--- src/rtl/rgb2gray_pkg.sv ---
// Shared definitions for the RGB-to-gray stream front end:
// mode encodings, default luma weights, output flag positions.
package rgb2gray_pkg;

  typedef enum logic [1:0] {
    MODE_LUMA  = 2'd0,
    MODE_MAX   = 2'd1,
    MODE_GREEN = 2'd2,
    MODE_RED   = 2'd3
  } mode_e;

  localparam int unsigned COEF_FRAC_DEF = 8;
  localparam int unsigned COEF_R_DEF    = 77;
  localparam int unsigned COEF_G_DEF    = 150;
  localparam int unsigned COEF_B_DEF    = 29;

  // flag offsets above the packed gray pixels
  localparam int unsigned FLAG_SOF = 0;
  localparam int unsigned FLAG_EOL = 1;

endpackage

--- src/rtl/rgb2gray_pixel.sv ---
// One pixel lane: stage 1 registers weighted products and channel picks,
// stage 2 rounds/saturates or scales and registers the gray value.
module rgb2gray_pixel
  import rgb2gray_pkg::*;
#(
  parameter int unsigned CH_WIDTH  = 8,
  parameter int unsigned OUT_WIDTH = 8,
  parameter int unsigned COEF_FRAC = COEF_FRAC_DEF,
  parameter int unsigned COEF_R    = COEF_R_DEF,
  parameter int unsigned COEF_G    = COEF_G_DEF,
  parameter int unsigned COEF_B    = COEF_B_DEF,
  parameter int unsigned RED_LSB   = 1
) (
  input  logic                  clk,
  input  logic                  rst_n,
  input  logic                  en,
  input  logic [3*CH_WIDTH-1:0] pix_i,
  input  mode_e                 mode_i,
  output logic [OUT_WIDTH-1:0]  gray_o
);

  localparam int PW = CH_WIDTH + COEF_FRAC + 1;
  localparam int SW = PW + 2;
  localparam logic [SW-1:0] RND =
    SW'(1) << (COEF_FRAC - 1);
  localparam logic [SW-1:0] GMAX =
    SW'((1 << OUT_WIDTH) - 1);

  function automatic logic [OUT_WIDTH-1:0] scale(
    input logic [CH_WIDTH-1:0] c
  );
    if (CH_WIDTH >= OUT_WIDTH)
      scale = OUT_WIDTH'(c >> (CH_WIDTH - OUT_WIDTH));
    else
      scale = OUT_WIDTH'(c) << (OUT_WIDTH - CH_WIDTH);
  endfunction

  logic [CH_WIDTH-1:0] r, g, b, mx;
  logic [PW-1:0] pr_q, pr_d, pg_q, pg_d, pb_q, pb_d;
  logic [CH_WIDTH-1:0] mx_q, mx_d, g_q, g_d, r_q, r_d;
  mode_e mode_q, mode_d;
  logic [SW-1:0] sum, y;
  logic [OUT_WIDTH-1:0] luma;
  logic [OUT_WIDTH-1:0] gray_q, gray_d;

  always_comb begin
    g = pix_i[2*CH_WIDTH-1:CH_WIDTH];
    if (RED_LSB != 0) begin
      r = pix_i[CH_WIDTH-1:0];
      b = pix_i[3*CH_WIDTH-1:2*CH_WIDTH];
    end else begin
      b = pix_i[CH_WIDTH-1:0];
      r = pix_i[3*CH_WIDTH-1:2*CH_WIDTH];
    end
    mx = r;
    if (g > mx) mx = g;
    if (b > mx) mx = b;
  end

  always_comb begin
    pr_d   = pr_q;
    pg_d   = pg_q;
    pb_d   = pb_q;
    mx_d   = mx_q;
    g_d    = g_q;
    r_d    = r_q;
    mode_d = mode_q;
    if (en) begin
      pr_d   = PW'(r) * PW'(COEF_R);
      pg_d   = PW'(g) * PW'(COEF_G);
      pb_d   = PW'(b) * PW'(COEF_B);
      mx_d   = mx;
      g_d    = g;
      r_d    = r;
      mode_d = mode_i;
    end
  end

  always_comb begin
    sum = SW'(pr_q) + SW'(pg_q) + SW'(pb_q) + RND;
    y   = sum >> COEF_FRAC;
    luma = (y > GMAX) ? '1 : y[OUT_WIDTH-1:0];
    gray_d = gray_q;
    if (en) begin
      unique case (mode_q)
        MODE_LUMA:  gray_d = luma;
        MODE_MAX:   gray_d = scale(mx_q);
        MODE_GREEN: gray_d = scale(g_q);
        MODE_RED:   gray_d = scale(r_q);
        default:    gray_d = luma;
      endcase
    end
  end

  always_ff @(posedge clk or negedge rst_n) begin
    if (!rst_n) begin
      pr_q   <= '0;
      pg_q   <= '0;
      pb_q   <= '0;
      mx_q   <= '0;
      g_q    <= '0;
      r_q    <= '0;
      mode_q <= MODE_LUMA;
      gray_q <= '0;
    end else begin
      pr_q   <= pr_d;
      pg_q   <= pg_d;
      pb_q   <= pb_d;
      mx_q   <= mx_d;
      g_q    <= g_d;
      r_q    <= r_d;
      mode_q <= mode_d;
      gray_q <= gray_d;
    end
  end

  assign gray_o = gray_q;

endmodule

--- src/rtl/rgb2gray_stream.sv ---
// AXI4-Stream RGB to packed gray writer: 2-entry skid buffer,
// stallable two-stage pixel pipeline and held output register.
module rgb2gray_stream
  import rgb2gray_pkg::*;
#(
  parameter int unsigned PPC       = 1,
  parameter int unsigned CH_WIDTH  = 8,
  parameter int unsigned OUT_WIDTH = 8,
  parameter int unsigned COEF_FRAC = COEF_FRAC_DEF,
  parameter int unsigned COEF_R    = COEF_R_DEF,
  parameter int unsigned COEF_G    = COEF_G_DEF,
  parameter int unsigned COEF_B    = COEF_B_DEF,
  parameter int unsigned RED_LSB   = 1
) (
  input  logic                        clk,
  input  logic                        rst_n,
  input  logic [PPC*3*CH_WIDTH-1:0]   s_axis_tdata,
  input  logic                        s_axis_tvalid,
  output logic                        s_axis_tready,
  input  logic                        s_axis_tuser,
  input  logic                        s_axis_tlast,
  input  logic [1:0]                  cfg_mode,
  output logic                        fifo_wr_en,
  output logic [PPC*OUT_WIDTH+1:0]    fifo_wr_data,
  input  logic                        fifo_full,
  output logic [15:0]                 frame_cnt
);

  localparam int DW = PPC * 3 * CH_WIDTH;
  localparam int GW = PPC * OUT_WIDTH;

  logic [1:0][DW-1:0] skid_data_q, skid_data_d;
  logic [1:0] skid_sof_q, skid_sof_d;
  logic [1:0] skid_eol_q, skid_eol_d;
  logic rd_ptr_q, rd_ptr_d;
  logic [1:0] occ_q, occ_d;
  logic tready_q, tready_d;

  logic en, push, pop, wr_idx;
  logic [DW-1:0] head_data;
  logic head_sof, head_eol;

  mode_e active_mode_q, active_mode_d, s1_mode;
  logic [15:0] frame_cnt_q, frame_cnt_d;

  logic v1_q, v1_d, sof1_q, sof1_d, eol1_q, eol1_d;
  logic v2_q, v2_d, sof2_q, sof2_d, eol2_q, eol2_d;
  logic out_valid_q, out_valid_d;
  logic [GW+1:0] out_data_q, out_data_d;
  logic [GW-1:0] gray;

  always_comb begin
    en     = !(out_valid_q && fifo_full);
    push   = s_axis_tvalid && tready_q;
    pop    = en && (occ_q != 2'd0);
    wr_idx = rd_ptr_q ^ occ_q[0];

    head_data = skid_data_q[rd_ptr_q];
    head_sof  = skid_sof_q[rd_ptr_q];
    head_eol  = skid_eol_q[rd_ptr_q];

    skid_data_d = skid_data_q;
    skid_sof_d  = skid_sof_q;
    skid_eol_d  = skid_eol_q;
    rd_ptr_d    = rd_ptr_q;
    if (push) begin
      skid_data_d[wr_idx] = s_axis_tdata;
      skid_sof_d[wr_idx]  = s_axis_tuser;
      skid_eol_d[wr_idx]  = s_axis_tlast;
    end
    if (pop) rd_ptr_d = !rd_ptr_q;
    occ_d    = occ_q + 2'(push) - 2'(pop);
    tready_d = (occ_d < 2'd2);
  end

  // a sof beat uses the new mode itself; the frame keeps it
  always_comb begin
    active_mode_d = active_mode_q;
    frame_cnt_d   = frame_cnt_q;
    s1_mode       = active_mode_q;
    if (pop && head_sof) begin
      s1_mode       = mode_e'(cfg_mode);
      active_mode_d = mode_e'(cfg_mode);
      frame_cnt_d   = frame_cnt_q + 16'd1;
    end
  end

  always_comb begin
    v1_d        = v1_q;
    sof1_d      = sof1_q;
    eol1_d      = eol1_q;
    v2_d        = v2_q;
    sof2_d      = sof2_q;
    eol2_d      = eol2_q;
    out_valid_d = out_valid_q;
    out_data_d  = out_data_q;
    if (en) begin
      v1_d        = pop;
      sof1_d      = pop && head_sof;
      eol1_d      = pop && head_eol;
      v2_d        = v1_q;
      sof2_d      = sof1_q;
      eol2_d      = eol1_q;
      out_valid_d = v2_q;
      if (v2_q) begin
        out_data_d = '0;
        out_data_d[GW-1:0] = gray;
        out_data_d[GW+FLAG_SOF] = sof2_q;
        out_data_d[GW+FLAG_EOL] = eol2_q;
      end
    end
  end

  always_ff @(posedge clk or negedge rst_n) begin
    if (!rst_n) begin
      skid_data_q   <= '0;
      skid_sof_q    <= '0;
      skid_eol_q    <= '0;
      rd_ptr_q      <= 1'b0;
      occ_q         <= 2'd0;
      tready_q      <= 1'b0;
      active_mode_q <= MODE_LUMA;
      frame_cnt_q   <= '0;
      v1_q          <= 1'b0;
      sof1_q        <= 1'b0;
      eol1_q        <= 1'b0;
      v2_q          <= 1'b0;
      sof2_q        <= 1'b0;
      eol2_q        <= 1'b0;
      out_valid_q   <= 1'b0;
      out_data_q    <= '0;
    end else begin
      skid_data_q   <= skid_data_d;
      skid_sof_q    <= skid_sof_d;
      skid_eol_q    <= skid_eol_d;
      rd_ptr_q      <= rd_ptr_d;
      occ_q         <= occ_d;
      tready_q      <= tready_d;
      active_mode_q <= active_mode_d;
      frame_cnt_q   <= frame_cnt_d;
      v1_q          <= v1_d;
      sof1_q        <= sof1_d;
      eol1_q        <= eol1_d;
      v2_q          <= v2_d;
      sof2_q        <= sof2_d;
      eol2_q        <= eol2_d;
      out_valid_q   <= out_valid_d;
      out_data_q    <= out_data_d;
    end
  end

  for (genvar p = 0; p < PPC; p++) begin : g_pix
    rgb2gray_pixel #(
      .CH_WIDTH (CH_WIDTH),
      .OUT_WIDTH(OUT_WIDTH),
      .COEF_FRAC(COEF_FRAC),
      .COEF_R   (COEF_R),
      .COEF_G   (COEF_G),
      .COEF_B   (COEF_B),
      .RED_LSB  (RED_LSB)
    ) u_pix (
      .clk   (clk),
      .rst_n (rst_n),
      .en    (en),
      .pix_i (head_data[p*3*CH_WIDTH +: 3*CH_WIDTH]),
      .mode_i(s1_mode),
      .gray_o(gray[p*OUT_WIDTH +: OUT_WIDTH])
    );
  end

  assign s_axis_tready = tready_q;
  assign fifo_wr_en    = out_valid_q && !fifo_full;
  assign fifo_wr_data  = out_data_q;
  assign frame_cnt     = frame_cnt_q;

endmodule

--- config.mk ---
export PLATFORM = sky130hd
export DESIGN_NAME = rgb2gray_stream
export DESIGN_NICKNAME = d
export VERILOG_FILES = /design/src/rtl/rgb2gray_pkg.sv /design/src/rtl/rgb2gray_pixel.sv /design/src/rtl/rgb2gray_stream.sv
export SDC_FILE = /design/constraint.sdc
export NUM_CORES = 1
export LEC_CHECK = 0
export BUFFER_PORTS_ARGS = -buffer_cell sky130_fd_sc_hd__buf_2
export CAP_MARGIN = 10
export CORE_MARGIN = 5
export CORE_UTILIZATION = 30
export DETAILED_ROUTE_END_ITERATION = 8
export PLACE_DENSITY = 0.48
export SYNTH_ARGS = -nofsm -noshare
export SYNTH_HDL_FRONTEND = slang
export SYNTH_HIERARCHICAL = 1
export SYNTH_SLANG_ARGS = --single-unit
--- constraint.sdc ---
create_clock -name clk -period 7.5 [get_ports clk]
set_input_delay 0.375 -clock clk [delete_from_list [all_inputs] [get_ports clk]]
set_output_delay 0.375 -clock clk [all_outputs]
set_load 0.05 [all_outputs]
==> reports/summary.txt <==
outcome - complete, no violations
H-tree depth - 4
core area - 37,700 um^2
worst setup path class - flop to flop
worst-case clock skew - 17.1 ps
Register Area - 4130 um^2
syn_area_per_cell - 10.7 um^2
number of top-level pins - 60
cts bufs inserted - 17
Clock Sinks - 165
critical path peak fanout - 11
Area Growth Syn to Fin - 13.6%
number of global-route vias before repair - 7,991
Die Ht - 205 um
cells on worst reg2reg path - 18
ANT nets after route - 0
hold crit path type - input pin to flop
pin count of the biggest net entering global routing - 63
Max-cap violations - 0
pre-CTS setup slack - 2110 ps
EDFF count, synth - 0
hold slack final - 177 ps
vias - 7,661
synth unique cells - 63
Synth area leaders - dfrtp_1 (36%), ha_1 (15%), mux2_2 (12%)
CP startpoint kind - flop
count leader, synth - dfrtp_1
number of synthesis warnings - 6
Mapped Area - 11,500 um^2
Synth Instances - 1,068
Starting Density - 30.4%
actual slew at the worst max-slew pin - 935 ps
gr ovfl total - 0
Reg clk slew, reported paths - 70 ps
CTS tree - built
Critical Path Sink Type - flop
Clock Path Buffers - 2
critical path required time - 7830 ps
die area - 42,200 um^2
clk_lat worst skew - 440 ps
first-pass GRT wire length - 44.0 mm
area of the multi-input gates - 6660 um^2
DRT iter0 DRCs - 336
sequential area share after synthesis - 36.1%
final hold violations - 0
global placer's final weighted congestion - 0.802
Chip Width - 205 um
WP data arrival - 5770 ps
GRT Resource Usage Total - 13.2%
WL final - 26.9 mm
top_reg_cell synth - dfrtp_1
Mapped Nets - 1,272
WL per Instance - 16.3 um
Peak Freq - 0.184 GHz
diode count - 0
final setup margin - 2050 ps
Synth area leader - dfrtp_1
period utilization - 72.6%
min cycle time layout - 5450 ps
max_slew headroom - 37.2%
share of layout cells above drive strength 1 - 21.8%
vias per std cell - 4.65
Cells on Worst Hold Path - 2
layout filler cell count - 3,815
RSZ-0062 raised after global routing - no
Post-synth top cells - dfrtp_1 (165), inv_1 (147), ha_1 (134)
Initial DRT Pass Iterations - 5
Final HPWL DP - 21.0 mm
Port Buffers - 59
post-CTS sizing - 0
nets@finish - 1,328
initial antenna violation count - 0
# setup viols final - 0
Setup Buffers After CTS - 0
row cnt - 71
# DRC - 0
Slew Viols, Final - 0
Setup TNS - 0 ps
Seq cells post-synth - 165
post-synth top area share - 36.1%
async set-reset flop share out of synthesis - 100%
CTS root buffer - clkbuf_16
## layer usage
layer,global-route usage (%),share of wire [%]
met5,0,0
met3,2.70,3.4
met2,20.6,44
met1,19.0,51
met4,3.18,1.2
## cells by family (layout without fill, tap and decap cells)
kind of cell             count (synthesis)  after routing  share of synthesized area, %
AO/OA/AOI/OAI                          177            177                          10.4
AND/OR/NAND/NOR                        176            176                          7.95
buffers and inverters                  176            245                          5.91
adder cells (fa/ha/maj)                172            172                          21.3
flip-flops                             165            165                          36.1
multiplexers                           143            143                          13.9
XOR/XNOR                                59             59                          4.51
## layout by cell type (no fill, tap or decap), drive strengths merged, types with 31 or more instances in the layout
cell   count
dfrtp    165
mux2     127
a21oi     31
buf       65
nand2     53
inv      150
fa        38
xnor2     45
o21ai     55
ha       134
nand3     33
## metrics by stage
| step | cells | cell area [um^2] | util [%] |
|---|---|---|---|
| after detailed placement | 1615 | 12300 | 32.7 |
| after CTS | 1648 | 13000 | 34.5 |
| after floorplan | 1068 | 11500 | - |
| after global routing | 1648 | 13000 | 34.5 |
| after global placement | 1615 | 12300 | 32.7 |
| final | 1648 | 13000 | 34.5 |
## state kept, by name (all words and copies together), names as in the netlist, 8 cells and up
register            cells
g_pix.u_pix/pg_q       14
g_pix.u_pix/pr_q       13
g_pix.u_pix/g_q         8
g_pix.u_pix/r_q         8
frame_cnt              16
fifo_wr_data           10
g_pix.u_pix/mx_q        8
g_pix.u_pix/pb_q       13
skid_data_q            48
g_pix.u_pix/gray_o      8
## critical path, stage by stage (launching register included)
cell and delay (ps):
dfrtp_1 630, mux2_2 500, ha_1 330, nor2b_1 140
o21a_1 160, o21a_1 160, o21ai_0 180, nor3b_1 620
o21ai_0 230, and2_1 210, ha_1 280, nor2b_1 130
o21a_1 160, o21a_1 170, o21a_1 160, o21bai_1 500
a21o_1 360, a31oi_1 140, mux2_2 270
## area by class of cell
type / count / area share (%)
multi-input cells: 727 / 51.2
clock inverters: 15 / 1.93
well taps: 511 / 4.91
repair buffers: 66 / 2.74
flip-flops and latches: 165 / 31.7
inverters: 147 / 4.24
clock buffers: 17 / 3.27
## repair_timing
action / 4_1_cts / 5_1_grt
endpoints found under the setup margin: 0 / 0
hold endpoints to repair: 47 / 0
hold buffers: 1 / 0
## path summary, 6_finish.rpt
check                      slack [ps]       startpoint                     end
setup reg to reg                 2050         rd_ptr_q  g_pix[0].u_pix/mx_q[0]
max in group asynchronous        5860            rst_n         skid_data_q[12]
min in group asynchronous         440            rst_n           frame_cnt[13]
setup / recovery                 2050         rd_ptr_q  g_pix[0].u_pix/mx_q[0]
hold reg to reg                   480    frame_cnt[15]           frame_cnt[15]
hold / removal                    180  s_axis_tdata[7]         skid_data_q[31]
Power is left out: the tool's default activity adds up to more than one toggle a clock period on the data nets, which glitch-free logic cannot reach.
